--- config.mk ---
export PLATFORM = sky130hd
export DESIGN_NAME = program_loader
export DESIGN_NICKNAME = d
export VERILOG_FILES = /design/src/rtl/proc_pkg.sv /design/src/rtl/program_loader.sv
export SDC_FILE = /design/constraint.sdc
export NUM_CORES = 1
export LEC_CHECK = 0
export CAP_MARGIN = 5
export CORE_AREA = 2 2 94 96
export DETAILED_ROUTE_END_ITERATION = 7
export DIE_AREA = 0 0 96 98
export PLACE_DENSITY_LB_ADDON = 0.12
export SYNTH_ARGS = -nofsm -noshare
export SYNTH_HDL_FRONTEND = slang
export SYNTH_SLANG_ARGS = --single-unit
export TNS_END_PERCENT = 100
--- constraint.sdc ---
create_clock -name clk -period 3.1 [get_ports clk]
set_input_delay 0.93 -clock clk [delete_from_list [all_inputs] [get_ports clk]]
set_output_delay 0.93 -clock clk [all_outputs]
set_load 0.005 [all_outputs]
--- src/rtl/proc_pkg.sv ---
// Shared definitions for the processor program path.
// Holds the loader frame header, program memory geometry, instruction width
// and the program loader state encoding.
package proc_pkg;

  localparam logic [7:0] LOADER_HEADER = 8'hA5;
  localparam int         PROG_DEPTH    = 16;
  localparam int         PROG_AW       = 4;
  localparam int         INSTR_W       = 16;

  typedef enum logic [2:0] {
    LD_IDLE  = 3'd0,
    LD_COUNT = 3'd1,
    LD_HI    = 3'd2,
    LD_LO    = 3'd3,
    LD_CSUM  = 3'd4,
    LD_DONE  = 3'd5
  } loader_state_e;

endpackage

--- src/rtl/program_loader.sv ---
// Program loader: writer side of the 16x16-bit program memory.
// Accepts a framed byte stream (HEADER, N, N x {hi,lo}, XOR checksum) over a
// valid/ready handshake, writes each completed word to the program memory
// starting at address 0, and holds the CPU stalled while a load is underway.
//
// Ports:
//   clk, rst          clock, synchronous active-high reset
//   in_data/in_valid  stream byte and its valid
//   in_ready          byte accepted when in_valid & in_ready
//   mem_we/addr/wdata program memory write port, one-cycle strobe per word
//   cpu_hold          CPU must not fetch while high
//   load_done         one-cycle pulse on a good frame
//   load_err          sticky error, cleared by the next accepted header
//   words_loaded      words written in the current/last frame (0..16)
module program_loader
  import proc_pkg::*;
#(
  parameter logic [7:0] HEADER = LOADER_HEADER,
  parameter int         DEPTH  = PROG_DEPTH
) (
  input  logic               clk,
  input  logic               rst,
  input  logic [7:0]         in_data,
  input  logic               in_valid,
  output logic               in_ready,
  output logic               mem_we,
  output logic [PROG_AW-1:0] mem_addr,
  output logic [INSTR_W-1:0] mem_wdata,
  output logic               cpu_hold,
  output logic               load_done,
  output logic               load_err,
  output logic [4:0]         words_loaded
);

  localparam logic [7:0] LP_DEPTH8 = 8'(DEPTH);

  loader_state_e      r_state;
  loader_state_e      w_next;
  logic               w_fire;
  logic               w_count_bad;
  logic               w_last_word;

  logic [7:0]         r_hi;
  logic [4:0]         r_n;
  logic [PROG_AW-1:0] r_addr;
  logic [7:0]         r_acc;

  logic               r_in_ready;
  logic               r_mem_we;
  logic [PROG_AW-1:0] r_mem_addr;
  logic [INSTR_W-1:0] r_mem_wdata;
  logic               r_cpu_hold;
  logic               r_load_done;
  logic               r_load_err;
  logic [4:0]         r_words;

  assign w_fire      = in_valid & r_in_ready;
  assign w_count_bad = (in_data == 8'd0) || (in_data > LP_DEPTH8);
  // r_words still holds the count before the word completing now.
  assign w_last_word = (5'(r_words + 5'd1) == r_n);

  always_comb begin
    w_next = r_state;
    case (r_state)
      LD_IDLE:  if (w_fire && in_data == HEADER) w_next = LD_COUNT;
      LD_COUNT: if (w_fire) w_next = w_count_bad ? LD_IDLE : LD_HI;
      LD_HI:    if (w_fire) w_next = LD_LO;
      LD_LO:    if (w_fire) w_next = w_last_word ? LD_CSUM : LD_HI;
      LD_CSUM:  if (w_fire) w_next = (in_data == r_acc) ? LD_DONE : LD_IDLE;
      LD_DONE:  w_next = LD_IDLE;
      default:  w_next = LD_IDLE;
    endcase
  end

  always_ff @(posedge clk) begin
    if (rst) begin
      r_state     <= LD_IDLE;
      r_hi        <= '0;
      r_n         <= '0;
      r_addr      <= '0;
      r_acc       <= '0;
      r_in_ready  <= 1'b1;
      r_mem_we    <= 1'b0;
      r_mem_addr  <= '0;
      r_mem_wdata <= '0;
      r_cpu_hold  <= 1'b0;
      r_load_done <= 1'b0;
      r_load_err  <= 1'b0;
      r_words     <= '0;
    end else begin
      r_state     <= w_next;
      // Registered from the next state so ready drops exactly in DONE.
      r_in_ready  <= (w_next != LD_DONE);
      r_load_done <= (w_next == LD_DONE);
      r_mem_we    <= 1'b0;
      case (r_state)
        LD_IDLE: begin
          if (w_fire && in_data == HEADER) begin
            r_load_err <= 1'b0;
            r_words    <= '0;
            r_cpu_hold <= 1'b1;
          end
        end
        LD_COUNT: begin
          if (w_fire) begin
            if (w_count_bad) begin
              r_load_err <= 1'b1;
            end else begin
              r_n    <= in_data[4:0];
              r_acc  <= '0;
              r_addr <= '0;
            end
          end
        end
        LD_HI: begin
          if (w_fire) begin
            r_hi  <= in_data;
            r_acc <= r_acc ^ in_data;
          end
        end
        LD_LO: begin
          if (w_fire) begin
            r_acc       <= r_acc ^ in_data;
            r_mem_we    <= 1'b1;
            r_mem_addr  <= r_addr;
            r_mem_wdata <= {r_hi, in_data};
            r_addr      <= r_addr + 1'b1;
            r_words     <= r_words + 5'd1;
          end
        end
        LD_CSUM: begin
          // Hold stays asserted on mismatch: the memory holds a partial program.
          if (w_fire && in_data != r_acc) r_load_err <= 1'b1;
        end
        LD_DONE: begin
          r_cpu_hold <= 1'b0;
        end
        default: ;
      endcase
    end
  end

  assign in_ready     = r_in_ready;
  assign mem_we       = r_mem_we;
  assign mem_addr     = r_mem_addr;
  assign mem_wdata    = r_mem_wdata;
  assign cpu_hold     = r_cpu_hold;
  assign load_done    = r_load_done;
  assign load_err     = r_load_err;
  assign words_loaded = r_words;

endmodule

==> metrics.md, run 1 <==
| Metric | Value |
|---|---|
| Outcome | finished clean |
| Worst setup EP type | flop |
| H-tree levels | 3 |
| CTS tree | done |
| Bufs on Longest Clock Path | 2 |
| CP startpoint kind | input port |
| Max Freq | a little over 400 MHz |
| EDFF count, synth | 0 |
| Sink Count | 58 |
| Final nets | 399 |
| Worst R2R Start | r_state[0] |
| Synth cell types | between 40 and 50 |
| YS warnings | 0 |
| Total I/O pin count | 41 |
| CTS resizes | 0 |
| Clock network power share | a little under half |
| Switching share of power | 24.73% |
| Vias in the first global route | between 2k and 3k |
| FF+latch count, synth | 58 |
| Post-CTS Setup Bufs | 0 |
| Power per cell area | between 400 and 500 nW/µm² |
| Internal | between 1 and 1.5 mW |
| Total grt overflow | 0 |
| Synth top cells by count | dfxtp_1, nand2_1, a21oi_1 |
| Drt wl/cell | ~16 µm |
| Die area | 9408 µm² |
| First drt pass iteration count | 4 |
| CP required | ~3.4 ns |
| Area added between synthesis and finish | 25.26% |
| Post-synthesis simple-gate area fraction | roughly a quarter |
| Clk_lat worst skew | 0.34 ns |
| Syn Inst Count | around 350 |
| Post-synthesis sequential area ratio | around two fifths |
| First-pass GRT wire length | between 10000 and 15000 µm |
| Site row count | 34 |
| Largest net degree at the start of global routing | 37 |
| Port Buffer Count | 40 |
| Setup CP Type | input port to flop |
| # diodes | 0 |
| Dpl hpwl | 5222 µm |
| Routed wire length | ~7800 µm |
| Worst setup endpoint | r_addr[0] |
| Vias | around 2.6k |
| RD Place Congestion | just over 0.8 |
| Clk slew on worst S/H paths | around 0.070 ns |
| RSZ-0062 raised after global routing | no |
| Antenna violations before repair | 0 |
| Setup TNS | 0 ns |
| Net Count, Synth | 360 |
| Worst reg2reg setup slack | around 1.4 ns |
| Post-CTS Hold Fix Bufs | 0 |
| Root buffer cell | clkbuf_8 |
| Switching pwr | between 300 and 400 µW |
| Ys async rst share | 0% |
| Adder-cell share of the synthesized area | 0.8741% |
| Top cell type's share of synthesized area | between 40 and 50% |
| Compound-cell area share of the yosys netlist | a little under a fifth |
| Die Width | ~96 µm |
| # DRC | 0 |
| Reg area | 1161 µm² |
| FF-to-FF End | r_state[1] |
| Post-synthesis mux area share | 4.240% |
| All-Layer GR Usage | about 18% |
| Clock buffer count from CTS | 9 |
| Max VDD drop | about 0.32 mV |
| Main synth FF type | dfxtp_1 |
| Max FO, Critical Path | 11 |
| Endpoints failing hold | 0 |
| Die Height | slightly below 100 µm |
| Synthesized cell area | between 2000 and 3000 µm² |
| Pleak | about 1.2 nW |
| Final setup viols | 0 |
| Hold crit path type | flop to flop |
| Initial core utilization | about 34% |
| Min Clock Period, post-route | around 2.4 ns |
| Final Instance Count excl. Fillers | between 400 and 500 |
| XOR/XNOR Fraction of Synth Area | ~5.2% |
| Main combinational cell family by area after synthesis | simple AND/OR/NAND/NOR gates |
| Final Max Tran Viols | 0 |
| Iter 0 DRT Violations | between 100 and 150 |
| Worst path arrival time | 2.68 ns |
| Tcrit/Tclk final | 78.21% |
| Via-per-instance ratio | 5.186 |
| Gate power share | under 10% |
| Leading post-synthesis cells by cell area | dfxtp_1, nand2_1, a21oi_1 |
| Fill count | 872 |
| Slew at the pin with the worst max-slew slack | 0.6670 ns |
| Post-route ant nets | 0 |
| Dpl cells | 483 |
| Setup crit start | in_data[1] |
| Clk_skew | about 0.010 ns |
| Ratio of cells with drive above 1 in the final layout | 10.74% |
| Max Cap Viol | 0 |
| Area leader, netlist | dfxtp_1 |
| Area of the multi-input gates | 1554 µm² |
| Core area | roughly 8500 µm² |
| Cells on worst reg2reg path | 4 |
| Flop pwr share | a little under half |
| Syn Area/Cell | roughly 8.2 µm² |
| Slew headroom | between 50% and 60% |
[area by class of cell]
cell class              instances  area share (%)
flip-flops and latches         58           32.38
repair buffers                 55           14.51
multi-input cells             259           43.34
well taps                     108           3.768
clock inverters                 6           1.849
clock buffers                  10           3.838
inverters                       3          0.3140
[critical path, stage by stage]
cell             delay (ns)
clkdlybuf4s50_1        0.54
nor4_4                 0.44
mux2i_1                0.24
buf_4                  0.21
a21oi_2                0.08
a211oi_1               0.23
[cell usage in the layout, fill, tap and decap left out, types with 3 or more instances in the layout]
cell,netlist,final
nand2_1,58,58
dfxtp_1,58,58
clkdlybuf4s50_1,0,39
a21oi_1,32,32
nor2_1,20,20
o21ai_0,20,20
nand3_1,16,16
buf_4,1,14
mux2i_1,11,11
xor2_1,10,10
nor2b_1,10,10
clkbuf_8,0,10
o211ai_1,9,9
nor3b_1,8,8
a31oi_1,8,8
nor4_1,5,5
xnor2_1,5,5
nor3_1,4,4
nand2b_1,4,4
and3_1,3,3
a211oi_1,3,3
clkinvlp_4,0,3
[logic make-up (layout without fill, tap and decap cells)]
| kind of cell | after synthesis | count (layout) |
|---|---|---|
| flops | 58 | 58 |
| mux | 12 | 12 |
| xor+xnor | 16 | 16 |
| simple gates | 143 | 143 |
| compound gates | 86 | 86 |
| fa+ha+maj | 2 | 2 |
| buf+inv | 30 | 74 |
[power groups by stage]
stage | logic [mW] | registers, mW | clock network [mW]
final | 0.0847 | 0.745 | 0.722
after global routing | 0.0914 | 0.744 | 0.774
after CTS | 0.0852 | 0.745 | 0.744
after detailed placement | 0.0852 | 0.762 | 0
after global placement | 0.0846 | 0.762 | 0
after floorplan | 0.0523 | 0.762 | 0
[sequential cells by signal, indices dropped and copies added (netlist names)]
signal,cells
cpu_hold,1
load_done,1
in_ready,1
r_addr,4
r_n,5
mem_wdata,16
words_loaded,5
r_acc,8
load_err,1
r_state,3
r_hi,8
mem_we,1
mem_addr,4
[layer usage]
layer	vias to the layer above	wire length [µm]	GRT usage (%)	share of wire (%)
li1	1295	-	-	-
met1	1215	3794	24.62	49
met2	71	3501	27.56	45
met3	7	352	4.167	4.5
met4	0	100	5.604	1.3
met5	-	0	0	0
[through the flow]
step | instance area, µm² | power [mW] | worst slack [ns] | hold WS (ns) | utilization [%]
finish | 3586 | 1.551 | 0.6756 | 0.4502 | 42.36
global route | 3586 | 1.610 | 0.5200 | 0.4776 | 42.36
CTS | 3586 | 1.574 | 0.6475 | 0.4516 | 42.36
detailed placement | 3382 | 0.8472 | 0.2972 | 0.4471 | 39.95
global placement | 3382 | 0.8465 | 0.2775 | 0.4447 | 39.95
floorplan | 2863 | 0.8142 | 0.8295 | 0.4312 | -
[worst min path at each step]
stage | startpoint | end | slack, ns | cells after the start
6_report | r_hi[7] | mem_wdata[15] | 0.45 | 2
5_1_grt | mem_wdata[8] | mem_wdata[8] | 0.48 | 2
4_1_cts | r_hi[7] | mem_wdata[15] | 0.45 | 2
3_5_place_dp | mem_wdata[2] | mem_wdata[2] | 0.45 | 2
3_3_place_gp | mem_wdata[5] | mem_wdata[5] | 0.44 | 2
2_1_floorplan | r_hi[2] | mem_wdata[10] | 0.43 | 2
Power figures use the tool's default switching activity.
==> inputs of run 2 (changes only) <==
==> constraint.sdc (replaced) <==
create_clock -name clk -period 2 [get_ports clk]
set_input_delay 0.6 -clock clk [delete_from_list [all_inputs] [get_ports clk]]
set_output_delay 0.6 -clock clk [all_outputs]
set_load 0.005 [all_outputs]
==> run 2 against run 1 <==
Effect of this change:
- register-to-register slack got worse by 1.1 ns
- sequential share of layout area decreased by 2.8 points
- clock power up 72%
- cell count rose by 6.0%
- cell area up 9.5%
- largest cell class unchanged
- hold slack gained 0.0060 ns
- non-clock buffer count up 30
- largest power group is now the clock network
- global-route usage decreased by 0.91 points
- highest routed layer unchanged
==> metrics.md, run 2 (synthesis results as in run 1) <==
| Metric | Value |
|---|---|
| Outcome | finished clean |
| CP required | between 2 and 2.5 ns |
| Final WS setup | between 0.08 and 0.09 ns |
| Vias | approximately 2.7k |
| Initial core utilization | 33.82% |
| Clk_skew | 0.01034 ns |
| Ratio of cells with drive above 1 in the final layout | a little under a fifth |
| Die Width | about 96 µm |
| Total I/O pin count | 41 |
| Vias in the first global route | 2552 |
| Dpl hpwl | about 5400 µm |
| # DRC | 0 |
| Slew headroom | between 70% and 80% |
| All-Layer GR Usage | approximately 17% |
| Worst path arrival time | 2.17 ns |
| Commonest non-fill, non-tap cell in the layout | nand2_1 |
| Bufs on Longest Clock Path | 2 |
| Die Height | between 90 and 100 µm |
| Area added between synthesis and finish | 37.19% |
| WL met1 | approximately 3800 µm |
| First drt pass iteration count | 4 |
| Max Freq | between 500 and 600 MHz |
| Slowest-stage cell, CP | clkdlybuf4s50_1 |
| Sink Count | between 50 and 60 |
| Port Buffer Count | 40 |
| Final setup viols | 0 |
| Largest net degree at the start of global routing | 45 |
| Root buffer cell | clkbuf_8 |
| Max VDD drop | roughly 0.43 mV |
| Max FFs per register | 16 |
| Dpl cells | about 510 |
| Max Cap Viol | 0 |
| First-pass GRT wire length | roughly 12000 µm |
| Top sig layer | met4 |
| Post-CTS Setup Bufs | 0 |
| Post-CTS Hold Fix Bufs | 0 |
| Met2 Routed Length | about 3700 µm |
| CTS tree | done |
| Power per cell area | around 650 nW/µm² |
| Via-per-instance ratio | just over 5 |
| CP startpoint kind | input port |
| Worst reg2reg setup slack | approximately 0.36 ns |
| Critical-path cell list | clkdlybuf4s50_1 -> nor4_4 -> mux2i_2 -> buf_6 -> a21oi_2 -> a211oi_1 |
| Pleak | around 1.4 nW |
| Final nets | approximately 430 |
| Final Instance Count excl. Fillers | 529 |
| Slew at the pin with the worst max-slew slack | ~0.41 ns |
| RD Place Congestion | a little under 0.8 |
| Total grt overflow | 0 |
| Worst setup EP type | flop |
| # diodes | 0 |
| Core area | ~8500 µm² |
| Setup CP Type | input port to flop |
| RSZ-0062 raised after global routing | no |
| Antenna violations before repair | 0 |
| Endpoints failing hold | 0 |
| Die area | approximately 9400 µm² |
| Post-route ant nets | 0 |
| Most frequent cells in the layout | nand2_1, dfxtp_1, buf_4 |
| H-tree levels | 3 |
| Clk slew on worst S/H paths | approximately 0.08 ns |
| Min Clock Period, post-route | about 1.9 ns |
| Iter 0 DRT Violations | 123 |
| Hold crit path type | flop to flop |
| Routed wire length | roughly 8000 µm |
| Clock buffer count from CTS | 9 |
| Clk_lat worst skew | 0.34 ns |
| Final Max Tran Viols | 0 |
| Drt wl/cell | 14.89 µm |
| Site row count | 34 |
| Place WS | -0.3852 ns |
| Critical path's largest stage delay | around 0.5 ns |
| Met3 WL | 251 µm |
| Tcrit/Tclk final | 95.86% |
| Max FO, Critical Path | 6 |
==> run 2: cell types whose count changed in the layout (fill, tap and decap cells not counted), moves of 2 or more <==
cell,previous run,this run
dfxtp_2,0,2
clkinv_4,1,3
clkdlybuf4s50_1,39,33
buf_6,0,2
buf_12,1,3
dfxtp_1,58,56
buf_4,14,40
dlymetal6s2s_1,0,6
clkinvlp_4,3,1
nor4_1,5,3
==> run 2: final timing paths <==
path / startpoint / end / cells after the start
worst min-delay path: mem_wdata[9] / mem_wdata[9] / 2
worst max-delay path: in_data[1] / r_addr[0] / 6
worst max register to register: words_loaded[0] / r_state[1] / 5
worst min register to register: mem_wdata[9] / mem_wdata[9] / 2
==> run 2: layout make-up <==
| type | instances | area [µm²] |
|---|---|---|
| clock buffer | 9 | 123.9 |
| inverter | 3 | 11.26 |
| sequential | 58 | 1164 |
| fill | 879 | 4538 |
| clock inverter | 7 | 102.6 |
| tap | 108 | 135.1 |
| multi-input combinational | 259 | 1598 |
| timing repair buffer | 85 | 793.3 |
==> run 2: routing by layer <==
layer	global-route usage, %	vias to the layer above
met5	0	-
met4	5.604	0
met3	2.701	6
met2	26.60	60
met1	23.61	1246
li1	-	1354
==> run 2: stage by stage <==
stage / TNS, ns / hold WS, ns / cell area, µm² / power [mW] / util (%)
after floorplan: 0 / 0.4312 / 2863 / 1.262 / -
after global placement: -11.97 / 0.4411 / 3625 / 1.345 / 42.82
after detailed placement: -12.38 / 0.4490 / 3625 / 1.345 / 42.82
after CTS: 0 / 0.4605 / 3860 / 2.598 / 45.60
after global routing: 0 / 0.4780 / 3928 / 2.650 / 46.39
final: 0 / 0.4562 / 3928 / 2.570 / 46.39
==> run 2: timing repair <==
item                                    CTS  global route
gates cloned                              0             1
endpoints found under the setup margin    2            23
resized for setup                         2            19
endpoints found under the hold margin     0             0
pin swaps                                 0             2
==> run 2: worst max-delay path: cells and delay by family <==
kind	cells	cell delay [ns]
buf+inv	2	0.67
compound gates	2	0.31
mux	1	0.32
simple gates	1	0.26
==> run 2: power breakdown <==
group | total (mW) | switching (mW) | internal [mW]
Sequential | 1.15 | 0.000155 | 1.15
Clock | 1.24 | 0.532 | 0.712
Combinational | 0.172 | 0.0935 | 0.0786
==> RTL change 1 (flow settings as in run 2) <==
The package constant `PROG_AW` goes from 4 to 3.
--- a/src/rtl/proc_pkg.sv
+++ b/src/rtl/proc_pkg.sv
@@ -7,3 +7,3 @@
   localparam int         PROG_DEPTH    = 16;
-  localparam int         PROG_AW       = 4;
+  localparam int         PROG_AW       = 3;
   localparam int         INSTR_W       = 16;
Interface: changed (resized mem_addr); port bits go from 41 to 40. No check against the original RTL was run, so the function may have changed too.
==> RTL change 1 against run 2 <==
Worst hold slack gained 1.7 ps. Sequential cell count shrank 2. Worst setup slack improved by 33 ps. Synthesized area down 9.4%. Via count is 9.9% lower. Power decreased by 26%. Wire length decreased by 9.3%. Cell area shrank 11%. Sequential power decreased by 3%. Critical path type is now flop to output pin. Critical endpoint is now words_loaded[4]. Highest routed layer unchanged.
==> RTL change 1: results <==
[setup_path]
critPathMaxStageDelay_ps = 540
arrival_ps = 1280
worstPathMaxFanout = 4

[cts]
numCtsBuffers = 5
clk_pin_slew_worst_paths_ps = 110
h-tree-depth = 2
clock_latency_ps = 320

[placed_design]
io_buffers = 39
dpl-instance-area_um2 = 3292
dp_slack_ps = -416.5
place_congestion = 0.7820

[synthesis]
synth_common_cells = nand2_1 (63), dfxtp_1 (56), a21oi_1 (47)
synth_fp_nets = 335
ys_seq_area_share_pct = 43.20
synth_cell_types = 51
synthTopCellsByArea = dfxtp_1 (43%), nand2_1 (9.1%), a21oi_1 (9.1%)

[finish]
nNetsFinal = 395
drive_above_1_share_pct = 18.80

[power]
ir_drop_uv = 245.1
power.leakage_nw = 1.292

[global_route]
grt_use_total_pct = 15.62
grt_max_degree = 36
grt_pass1_vias = 2258

[run_status]
outcome = complete, no violations

[detailed_routing]
first_iter_violations = 120
drt-met1-wl_um = 3530
routed-wl-met2_um = 3237
routed_via_density = 4.894
wl_met3_um = 241

[timing]
maxSlewHeadroom_pct = 66.23
==> RTL change 1: worst reg2reg max path: stages, from the launching register on <==
cell and delay [ps]:
dfxtp_1 600, nor2b_1 180, and2_1 230, buf_4 170, a21oi_4 270, nor3_1 90, nor3_1 170
==> RTL change 1: final cells by class <==
| cell class | count | area (µm²) |
|---|---|---|
| inverter | 3 | 11.26 |
| tap | 108 | 135.1 |
| clock buffer | 5 | 68.82 |
| sequential | 56 | 1122 |
| fill | 878 | 4980 |
| multi-input combinational | 239 | 1448 |
| timing repair buffer | 77 | 679.4 |
| clock inverter | 3 | 21.27 |
==> RTL change 1: worst paths after layout <==
path,from,end,slack [ps],cells after the start
worst max-delay path,words_loaded[4],words_loaded[4],120,1
worst max register to register,r_state[2],r_acc[2],220,6
worst min-delay path,r_hi[5],mem_wdata[13],460,2
worst min register to register,r_hi[5],mem_wdata[13],460,2
==> RTL change 1: kinds of logic (layout without fill, tap and decap cells) <==
family	Yosys count	after routing	share of synthesized area [%]
compound gates	83	83	19.53
xor+xnor	11	11	4.002
fa+ha+maj	2	2	0.9642
buf+inv	27	88	4.629
flops	56	56	43.20
mux	5	5	1.929
simple gates	138	138	25.75
==> RTL change 1: report_power, final <==
part / total [mW] / switching, mW / internal [mW]
registers: 1.11 / 0.000161 / 1.11
clock network: 0.647 / 0.397 / 0.250
logic: 0.139 / 0.0829 / 0.0560
==> RTL change 1: stage by stage <==
step | instances | utilization (%) | setup TNS (ps)
after CTS | 491 | 40.19 | -94.75
after global placement | 483 | 38.89 | -10610
after global routing | 491 | 41.18 | 0
after floorplan | 322 | - | 0
after detailed placement | 483 | 38.89 | -10600
final | 491 | 41.18 | 0
==> RTL change 1: per-layer routing <==
metal,vias to the layer above,global-route usage [%]
met5,-,0
met4,0,5.275
met3,11,3.009
met2,45,23.24
met1,1111,22.45
li1,1236,-
==> RTL change 1: timing repair <==
action                     4_1_cts  5_1_grt
setup endpoints to repair       18       23
pin swaps                        6       18
gates resized for setup         10       18
==> RTL change 2 (flow settings as in run 2) <==
Made on the original files. Put one more register stage on the output `load_err`, with the module's reset. The value now appears one clock later. The other outputs are not delayed to match.
--- a/src/rtl/program_loader.sv
+++ b/src/rtl/program_loader.sv
@@ -148,3 +148,9 @@
   assign load_done    = r_load_done;
-  assign load_err     = r_load_err;
+  always_ff @(posedge clk) begin
+    if (rst) begin
+      load_err <= '0;
+    end else begin
+      load_err <= r_load_err;
+    end
+  end
   assign words_loaded = r_words;
Formal check against the unedited RTL: not equivalent (Yosys sat finds a counterexample within 4 cycles, from zero or initial values and one cycle with rst high).
==> RTL change 2 against run 2 <==
Worst setup slack worse by 32 ps. Sequential cell count rose by 1. Power is 12% lower. Utilization decreased by 3.6 points. Cell area fell by 7.8%. Clock skew decreased by 5.2 ps. Combinational power decreased by 24%. First-iteration DRC count is 27% lower. Clock power is 22% lower. Synthesized area down 8.4%. Wire length decreased by 11%.
==> RTL change 2: results <==
[synthesis]
synth_fp_nets = 338
synth_common_cells = nand2_1 (72), dfxtp_1 (59), a21oi_1 (53)
syn_inst = 325
synthTopCellsByArea = dfxtp_1 (45%), nand2_1 (10%), a21oi_1 (10%)
ys_seq_area_share_pct = 45.04
synth_cell_types = 43

[placed_design]
dp.cells = 490
dp_slack_ps = -686.8
place_congestion = 0.7931
dpl-instance-area_um2 = 3402

[global_route]
grt_pass1_wl_um = 11850
grt_max_degree = 27
grt_pass1_vias = 2417
grt_use_total_pct = 16.28

[detailed_routing]
wl_um = 7041
via_count = 2489
routed-wl-met2_um = 3273
wl_met3_um = 181
drt-met1-wl_um = 3450

[timing]
skew_ps = 5.156
tightest_slew_ps = 493.5

[finish]
stdcell_count = 508
nNetsFinal = 408

[setup_path]
timing.rr.start = words_loaded[1]
crit_slowest_cell = mux2_1
critPathMaxStageDelay_ps = 330

[run_status]
outcome = complete, no violations

[power]
ir_drop_uv = 251.7
power.leakage_nw = 1.279

[min_path]
worst_hold_path.endpoint = mem_wdata[14]
-- RTL change 2: power by group --
group / switching [mW] / internal, mW / total [mW]
logic: 0.0722 / 0.0577 / 0.130
registers: 0.0000415 / 1.17 / 1.17
clock network: 0.487 / 0.477 / 0.964
-- RTL change 2: final cells by class --
type	count	area, µm²
multi-input cells	236	1358
well taps	108	135.1
clock inverters	5	28.78
clock buffers	11	141.4
inverters	1	3.754
flip-flops and latches	59	1181
fillers	858	4843
repair buffers	88	774.5
-- RTL change 2: worst max-delay path by stage --
stage | depth (start not counted) | slack, ps | end
global placement | 7 | -670 | words_loaded[2]
finish | 6 | 50 | r_load_err
floorplan | 6 | -60 | r_load_err
detailed placement | 7 | -690 | words_loaded[3]
CTS | 6 | 10 | r_load_err
global route | 6 | -20 | r_load_err
-- RTL change 2: cells by family (layout without fill, tap and decap cells) --
kind of cell	Yosys count	after routing	share of synthesized area (%)
muxes	1	1	0.4294
and+or+nand+nor	127	127	22.81
AOI/OAI and AO/OA	85	85	18.51
DFF	59	59	45.04
buffers and inverters	30	105	5.248
adders and majority gates	2	2	0.9540
xor gates and xnor gates	21	21	7.013
-- RTL change 2: what timing repair did --
| item | in CTS | in global routing |
|---|---|---|
| setup buffers | 2 | 0 |
| setup endpoints to repair | 26 | 6 |
| resized for setup | 17 | 3 |
| pin swaps | 5 | 3 |
-- RTL change 2: routing by layer --
layer	GRT usage, %	up-vias
li1	-	1257
met1	22.31	1177
met2	24.63	44
met3	3.086	11
met4	7.253	0
met5	0	-
-- RTL change 2: worst register-to-register path, stage by stage, from the launching register on --
cell	delay (ps)
dfxtp_1	390
ha_1	260
nand3_1	160
xnor2_1	170
nor4_1	310
buf_4	170
a31o_2	150
a21oi_1	70
